--- config.mk ---
export PLATFORM = sky130hd
export DESIGN_NAME = monoc_blob_stats
export DESIGN_NICKNAME = d
export VERILOG_FILES = /design/src/rtl/monoc_blob_stats.sv
export SDC_FILE = /design/constraint.sdc
export NUM_CORES = 1
export LEC_CHECK = 0
export ABC_AREA = 1
export BUFFER_PORTS_ARGS = -buffer_cell sky130_fd_sc_hd__buf_2
export CORE_MARGIN = 2
export CORE_UTILIZATION = 50
export DETAILED_ROUTE_END_ITERATION = 7
export MAX_ROUTING_LAYER = met4
export PLACE_DENSITY_LB_ADDON = 0.3
export RECOVER_POWER = 100
export SETUP_SLACK_MARGIN = 0.4
export SYNTH_ARGS = -nofsm -noshare
export SYNTH_HDL_FRONTEND = slang
export SYNTH_SLANG_ARGS = --single-unit
export TNS_END_PERCENT = 30
--- constraint.sdc ---
create_clock -name clk -period 3.53 [get_ports clk]
set_input_delay 0.706 -clock clk [delete_from_list [all_inputs] [get_ports clk]]
set_output_delay 0.706 -clock clk [all_outputs]
set_load 0.05 [all_outputs]
--- src/rtl/monoc_blob_stats.sv ---
// Per-frame white-pixel count, bounding box and centroid of a binarized pixel stream.
// Result strobes N+1 cycles after the closing vsync edge; no backpressure, a frame ending mid-divide is dropped with overrun.
module monoc_blob_stats #(
  parameter int H_ACTIVE   = 640,
  parameter int V_ACTIVE   = 480,
  parameter int X_W        = 11,
  parameter int Y_W        = 10,
  parameter int MIN_PIXELS = 16
) (
  input  logic               clk,
  input  logic               rst,
  input  logic               post_vsync,
  input  logic               post_href,
  input  logic               post_de,
  input  logic               monoc,
  output logic               stats_valid,
  output logic               found,
  output logic [X_W+Y_W-1:0] pixel_count,
  output logic [X_W-1:0]     box_x_min,
  output logic [X_W-1:0]     box_x_max,
  output logic [Y_W-1:0]     box_y_min,
  output logic [Y_W-1:0]     box_y_max,
  output logic [X_W-1:0]     cent_x,
  output logic [Y_W-1:0]     cent_y,
  output logic               overrun
);

  localparam int CW  = X_W + Y_W;
  localparam int SXW = 2 * X_W + Y_W;
  localparam int SYW = X_W + 2 * Y_W;
  localparam int N   = (SXW > SYW) ? SXW : SYW;
  localparam int IW  = $clog2(N + 1);
  localparam logic [X_W:0]    X_LIM   = (X_W + 1)'(H_ACTIVE);
  localparam logic [Y_W:0]    Y_LIM   = (Y_W + 1)'(V_ACTIVE);
  localparam logic [CW-1:0]   MIN_CNT = CW'(MIN_PIXELS);
  localparam logic [IW-1:0]   LAST_IT = IW'(N - 1);

  typedef enum logic {WAIT_SOF, ACCUM} acc_state_t;
  typedef enum logic [1:0] {IDLE, DIV, OUT} div_state_t;

  // Line framing comes from de alone; href is carried but not needed.
  logic unused_href;
  assign unused_href = post_href;

  logic vs_d, de_d;
  logic vs_rise, de_fall;
  assign vs_rise = post_vsync & ~vs_d;
  assign de_fall = ~post_de & de_d;

  logic [X_W-1:0] x;
  logic [Y_W-1:0] y;

  always_ff @(posedge clk) begin
    if (rst) begin
      vs_d <= 1'b0;
      de_d <= 1'b0;
      x    <= '0;
      y    <= '0;
    end else begin
      vs_d <= post_vsync;
      de_d <= post_de;
      if (vs_rise) begin
        x <= '0;
        y <= '0;
      end else if (de_fall) begin
        x <= '0;
        if (y != {Y_W{1'b1}}) y <= y + 1'b1;
      end else if (post_de && (x != {X_W{1'b1}})) begin
        x <= x + 1'b1;
      end
    end
  end

  acc_state_t acc_state, acc_next;
  div_state_t div_state, div_next;
  logic [IW-1:0] it_cnt;

  always_ff @(posedge clk) begin
    if (rst) begin
      acc_state <= WAIT_SOF;
      div_state <= IDLE;
    end else begin
      acc_state <= acc_next;
      div_state <= div_next;
    end
  end

  logic frame_end;
  assign frame_end = (acc_state == ACCUM) && vs_rise;

  always_comb begin
    acc_next = acc_state;
    if ((acc_state == WAIT_SOF) && vs_rise) acc_next = ACCUM;
  end

  always_comb begin
    div_next = div_state;
    case (div_state)
      IDLE:    if (frame_end) div_next = DIV;
      DIV:     if (it_cnt == LAST_IT) div_next = OUT;
      default: div_next = IDLE;
    endcase
  end

  // Frame boundary wins over a coincident pixel.
  logic pix_hit;
  assign pix_hit = (acc_state == ACCUM) && !vs_rise && post_de && monoc &&
                   ({1'b0, x} < X_LIM) && ({1'b0, y} < Y_LIM);

  logic [CW-1:0]  cnt;
  logic [SXW-1:0] sum_x;
  logic [SYW-1:0] sum_y;
  logic [X_W-1:0] xmin, xmax;
  logic [Y_W-1:0] ymin, ymax;

  always_ff @(posedge clk) begin
    if (rst || vs_rise) begin
      cnt   <= '0;
      sum_x <= '0;
      sum_y <= '0;
      xmin  <= '0;
      xmax  <= '0;
      ymin  <= '0;
      ymax  <= '0;
    end else if (pix_hit) begin
      cnt   <= cnt + 1'b1;
      sum_x <= sum_x + SXW'(x);
      sum_y <= sum_y + SYW'(y);
      if (cnt == '0) begin
        xmin <= x;
        xmax <= x;
        ymin <= y;
        ymax <= y;
      end else begin
        if (x < xmin) xmin <= x;
        if (x > xmax) xmax <= x;
        if (y < ymin) ymin <= y;
        if (y > ymax) ymax <= y;
      end
    end
  end

  // Restoring dividers: dividend registers shift quotient bits in from the LSB.
  logic [CW-1:0]  d_cnt;
  logic [N-1:0]   d_dx, d_dy;
  logic [CW-1:0]  r_x, r_y;
  logic [X_W-1:0] s_xmin, s_xmax;
  logic [Y_W-1:0] s_ymin, s_ymax;
  logic [CW:0]    rx_sh, ry_sh;
  logic [CW-1:0]  rx_new, ry_new;
  logic           ge_x, ge_y, hit;

  always_comb begin
    rx_sh  = {r_x, d_dx[N-1]};
    ry_sh  = {r_y, d_dy[N-1]};
    ge_x   = rx_sh >= {1'b0, d_cnt};
    ge_y   = ry_sh >= {1'b0, d_cnt};
    rx_new = ge_x ? (rx_sh[CW-1:0] - d_cnt) : rx_sh[CW-1:0];
    ry_new = ge_y ? (ry_sh[CW-1:0] - d_cnt) : ry_sh[CW-1:0];
  end

  assign hit = d_cnt >= MIN_CNT;

  always_ff @(posedge clk) begin
    if (rst) begin
      d_cnt       <= '0;
      d_dx        <= '0;
      d_dy        <= '0;
      r_x         <= '0;
      r_y         <= '0;
      it_cnt      <= '0;
      s_xmin      <= '0;
      s_xmax      <= '0;
      s_ymin      <= '0;
      s_ymax      <= '0;
      stats_valid <= 1'b0;
      found       <= 1'b0;
      pixel_count <= '0;
      box_x_min   <= '0;
      box_x_max   <= '0;
      box_y_min   <= '0;
      box_y_max   <= '0;
      cent_x      <= '0;
      cent_y      <= '0;
      overrun     <= 1'b0;
    end else begin
      overrun     <= frame_end && (div_state != IDLE);
      stats_valid <= 1'b0;
      case (div_state)
        IDLE: begin
          if (frame_end) begin
            d_cnt  <= cnt;
            d_dx   <= N'(sum_x);
            d_dy   <= N'(sum_y);
            r_x    <= '0;
            r_y    <= '0;
            it_cnt <= '0;
            s_xmin <= xmin;
            s_xmax <= xmax;
            s_ymin <= ymin;
            s_ymax <= ymax;
          end
        end
        DIV: begin
          d_dx   <= {d_dx[N-2:0], ge_x};
          d_dy   <= {d_dy[N-2:0], ge_y};
          r_x    <= rx_new;
          r_y    <= ry_new;
          it_cnt <= it_cnt + 1'b1;
          if (it_cnt == LAST_IT) begin
            stats_valid <= 1'b1;
            pixel_count <= d_cnt;
            found       <= hit;
            box_x_min   <= hit ? s_xmin : '0;
            box_x_max   <= hit ? s_xmax : '0;
            box_y_min   <= hit ? s_ymin : '0;
            box_y_max   <= hit ? s_ymax : '0;
            // A zero count bypasses the quotient, which would be all ones.
            cent_x      <= (hit && (d_cnt != '0)) ? {d_dx[X_W-2:0], ge_x} : '0;
            cent_y      <= (hit && (d_cnt != '0)) ? {d_dy[Y_W-2:0], ge_y} : '0;
          end
        end
        default: ;
      endcase
    end
  end

endmodule
## Word level (Yosys, flattened, before mapping)

Index checks and enable logic that the tools add are counted.

- Add/sub/neg operators: 8
- $lt $le $gt $ge: 9
- Eq/ne operators: 6
- Multiplexer cells: 29
- Bitwise operators: 6
- Reduce and logical (&&, ||, !) cells: 33

Operator list:

| kind | count |
|---|---|
| one-hot mux 32 bit (2 select lines) | 2 |
| one-hot mux 21 bit (2 select lines) | 2 |
| two-way mux 11 bit | 7 |
| two-way mux 10 bit | 7 |
| two-way mux 32 bit | 2 |
| two-way mux 21 bit | 3 |
| >= comparator 22 x 21 -> 1 bit | 2 |
| subtractor 21 bit | 2 |
| adder 32 x 11 -> 32 bit | 1 |
| adder 31 x 10 -> 31 bit | 1 |
| adder 21 x 1 -> 21 bit (second input constant) | 1 |
| >= comparator 21 x 5 -> 1 bit (second input constant) | 1 |
| logical NOT 21 bit | 1 |
| nonzero test 21 bit | 1 |
| AND reduction 2 bit | 9 |
| one-hot mux 6 bit (2 select lines) | 1 |
| nonzero test 2 bit | 6 |
| adder 11 x 1 -> 11 bit (second input constant) | 1 |
| > comparator 11 bit | 1 |
| < comparator 11 x 10 -> 1 bit (second input constant) | 1 |
| < comparator 11 bit | 1 |
| != test 11 bit (second input constant) | 1 |
| adder 10 x 1 -> 10 bit (second input constant) | 1 |
| > comparator 10 bit | 1 |
| 19 further kinds | 35 |

- Bits in registers: 414
- Input bits: 6
- Output and inout bits: 87
- Logic and storage cells: 124

## Longest topological paths before layout

- Depth in word-level cells: 9
- Depth in mapped cells: 16
- Mapped depth without buffers: 16

## Worst setup path after synthesis

Ideal clock, no wire load.

- Path kind: register to register
- From: register x[0]
- To: register sum_x[22]
- Setup time: 0.110 ns
- Arrival time: 2.004 ns
- Data required time: 3.420 ns
- Slack: 1.416 ns
- Stages on the path, launching flop included: 12
- Path buffers: 0
- Clock period less this slack: 2.114 ns
- Cells stage by stage: dfxtp_1 > ha_1 > inv_1 > fa_1 > o21ai_2 > a21boi_1 > o21ai_0 > nand2_1 > inv_1 > nand3_1 > nand2_1 > nor2_1

- Longest elaborated chain between the ends: 3
- Elaborated cells between the ends (all ways): 4
- Those cells by class: add/sub (1); order compare (1); reduce/logical (2)

RTL lines:

| what | line | text |
|---|---|---|
| start, declared | 50 | `logic [X_W-1:0] x;` |
| start signal, assigned | 69 | `x <= x + 1'b1;` |
| branches (longest 3 deep; another with adder 32 x 11 -> 32 bit) | - |  |
| end signal, assigned | 127 | `sum_x <= sum_x + SXW'(x);` |
| end, declared | 111 | `logic [SXW-1:0] sum_x;` |

Several ways; the timed one is not identified.
A chain may end at the register's enable or synchronous reset.

## Worst setup path after layout

- From: register y[9]
- To: register sum_y[11]

- Longest elaborated chain between the ends: 2
- Elaborated cells between the ends (all ways): 3
- Those cells by class: add/sub (1); order compare (1); reduce/logical (1)

RTL lines:

| what | line | text |
|---|---|---|
| start, declared | 51 | `logic [Y_W-1:0] y;` |
| start signal, assigned | 67 | `if (y != {Y_W{1'b1}}) y <= y + 1'b1;` |
| branches (longest 2 deep; another with adder 31 x 10 -> 31 bit) | - |  |
| end signal, assigned | 128 | `sum_y <= sum_y + SYW'(y);` |
| end, declared | 112 | `logic [SYW-1:0] sum_y;` |

Several ways; the timed one is not identified.

==> results.cfg <==
[status]
status = finished with violations
violations = max-capacitance violations, max-slew violations

[clocking]
cts.sinks = 414
htree_levels = 2
clockBufferDepth = 3
cts.clk_slew.worst_paths_ns = 0.06
cts_tree = built
cts-root-buf = clkbuf_16
ctsHoldBuffers = 0
postCtsResizedCells = 0
clkLatencyLatePin_ns = 0.58
postCtsSetupRepairBufs = 0
cts_buffers = 44

[cells_and_area]
postLayoutCoreUtil = 0.561
drive_above_1_share = 0.0449
nFillCells = 4106
seqCellArea_sq_um = 8290
instances_no_fill = 3724
syn2layout_area_growth_pct = 10.1
multi_input_area_sq_um = 11300
fin_area_sq_um = 23600
nets = 3271

[yosys]
ys_top_cells_by_area = dfxtp_1 (39%), nand2_1 (14%), a21oi_1 (7.9%)
synth-seq-cells = 414
yosysMostFrequentCell = nand2_1
yosysTopAreaCellShare = 0.386
synth.net_count = 3223
postSynth.asyncResetShare = 0
netlist_instances = 3105
yosysWarnings = 0
synth_commonest_cells = nand2_1 (795), dfxtp_1 (414), a21oi_1 (337)
synth_edf_count = 0
syn_area_per_cell_sq_um = 6.92
yosys.area.top_type = dfxtp_1
yosysSeqAreaShare = 0.386
synth-main-ff-cell = dfxtp_1
post_synth_num_cell_types = 54
syn-cell-area_sq_um = 21500

[pwr]
pwr-share-comb = 0.286
p_seq_frac = 0.365
ir_worst_vdd_v = 0.000496
power.switching_w = 0.00463
power_density_nw_per_um2 = 569
internal-power_w = 0.00884
power_switching_share = 0.344
p_clk_frac = 0.349
p_leak_nw = 9.80

[placed_design]
placed_area_sq_um = 22400
gp_congestion = 0.959
port_buffers = 91
dp.cells = 3646
hpwl_um = 41700

[setup_path]
path_delay_family = buffers and inverters
path_class = flip-flop to flip-flop
crit_fanout = 28
max_stage_delay_ns = 0.81
critPathBufInv = 3
cp-end-kind = flip-flop
startpoint_type = flip-flop
crit_slowest_cell = inv_1
worstPathCellList = nor2_1 > nand2_1 > nor2_1 > nand2_4 > inv_1 > clkbuf_1 > nand2_1 > inv_1 > o21ai_0 > a21oi_1
r2r_setup_slack_ns = 0.57
cp.required_ns = 4.03
cp.arrival_ns = 3.46

[die]
die_w_um = 211
core_sq_um = 42100
ios = 93
dieArea_sq_um = 44600
fp.dieH_um = 211
rows = 75
initial_core_util = 0.510

[routing]
post-route-drc-count = 0
antenna_left = 0
vias = 20290
postRouteWirelength_um = 59300
viasPerCell = 5.45
drt_iter0_drc = 1412
drt_pass1_iterations = 6
wire_per_inst_um = 15.9

[timing]
clock.fmax_mhz = 338
fin_setup_tns_ns = 0
rsz0062_at_grt = false
worstMarginPinSlew_ns = 1.59
finalHoldViolCount = 0
setup_violations = 0
fin_crit_sh = 0.838
finClkSkew_ns = 0.0191
holdWs_ns = 0.351
period_minus_slack_ns = 2.96
drv_slew = 110
max_slew_margin = -0.0613

[global_route]
grt_start_max_net_pins = 127
grt-ovfl-total = 0
grt_use_total = 0.275
grt_pass1_vias = 19249
antenna_found_initial = 0
grt_pass1_wl_um = 96900

[run]
max_cap_viol_count = 2

[min_path]
hold_path.class = input pin to flip-flop
-- state kept, by name (all words and copies together), names as in the netlist, 21 cells and up --
name,count
d_dx,32
d_dy,32
sum_x,32
sum_y,31
cnt,21
d_cnt,21
pixel_count,21
r_x,21
r_y,21
-- metrics by stage --
step	worst slack (ns)	total power (W)
after floorplan	1.42	0.00793
after global placement	0.791	0.00878
after detailed placement	0.790	0.00883
after CTS	0.768	0.0135
after global routing	0.337	0.0143
final	0.571	0.0135
-- power groups by stage --
stage | Sequential (W) | Combinational (W) | Clock, W
5_1_grt | 0.00493 | 0.00437 | 0.00496
6_report | 0.00492 | 0.00385 | 0.00470
4_1_cts | 0.00491 | 0.00384 | 0.00478
2_1_floorplan | 0.00498 | 0.00294 | 0
3_5_place_dp | 0.00501 | 0.00382 | 0
3_3_place_gp | 0.00501 | 0.00377 | 0
-- path summary, 6_finish.rpt --
check	cells past startpoint	from	end
max	10	y[9]	sum_y[11]
min	3	post_vsync	vs_d
max reg2reg	10	y[9]	sum_y[11]
min reg2reg	2	s_ymin[1]	box_y_min[1]
-- area by class of cell --
cell class	count	area share
Multi-Input combinational cell	2226	0.477
Tap cell	539	0.0285
Inverter	336	0.0534
Sequential cell	414	0.350
Timing Repair Buffer	131	0.0281
Antenna cell	1	0.000106
Clock buffer	66	0.0564
Clock inverter	11	0.00598
-- layout by cell type, fill, tap and decap left out, drive strengths merged, types with 5 or more instances in the layout --
master,count
a22oi,26
o221ai,18
xnor2,23
o21ai,188
nor4,10
inv,335
xor2,28
dfxtp,414
nand2,811
clkinv,8
nor2,323
nor3,54
ha,108
o21a,7
clkbuf,162
a21oi,348
nand3b,28
or2,5
nand4,45
a211oi,5
a31oi,19
buf,35
nand3,157
-- tightest hold or removal path, stage by stage --
cell and delay (ns):
buf_2 0.11, inv_1 0.04, nor2_1 0.03
-- cell families (layout without fill, tap and decap cells) --
logic type,count (synthesis),after routing,share of synthesized area
simple gates,1439,1439,0.281
compound gates,624,624,0.159
buf+inv,465,544,0.0868
flops,414,414,0.386
fa+ha+maj,112,112,0.0666
xor+xnor,51,51,0.0208
other cells,0,1,0
-- routing by layer --
layer  part of all wire  routed length [um]  global-route usage  vias up
met4              0.024                1450              0.0823        0
li1                   -                   -                   -    10258
met1               0.46               27300               0.353     9399
met2               0.46               27300               0.452      530
met3              0.054                3190              0.0355      103
met5                  0                   0                   -        -
(Power assumes the default switching activity.)
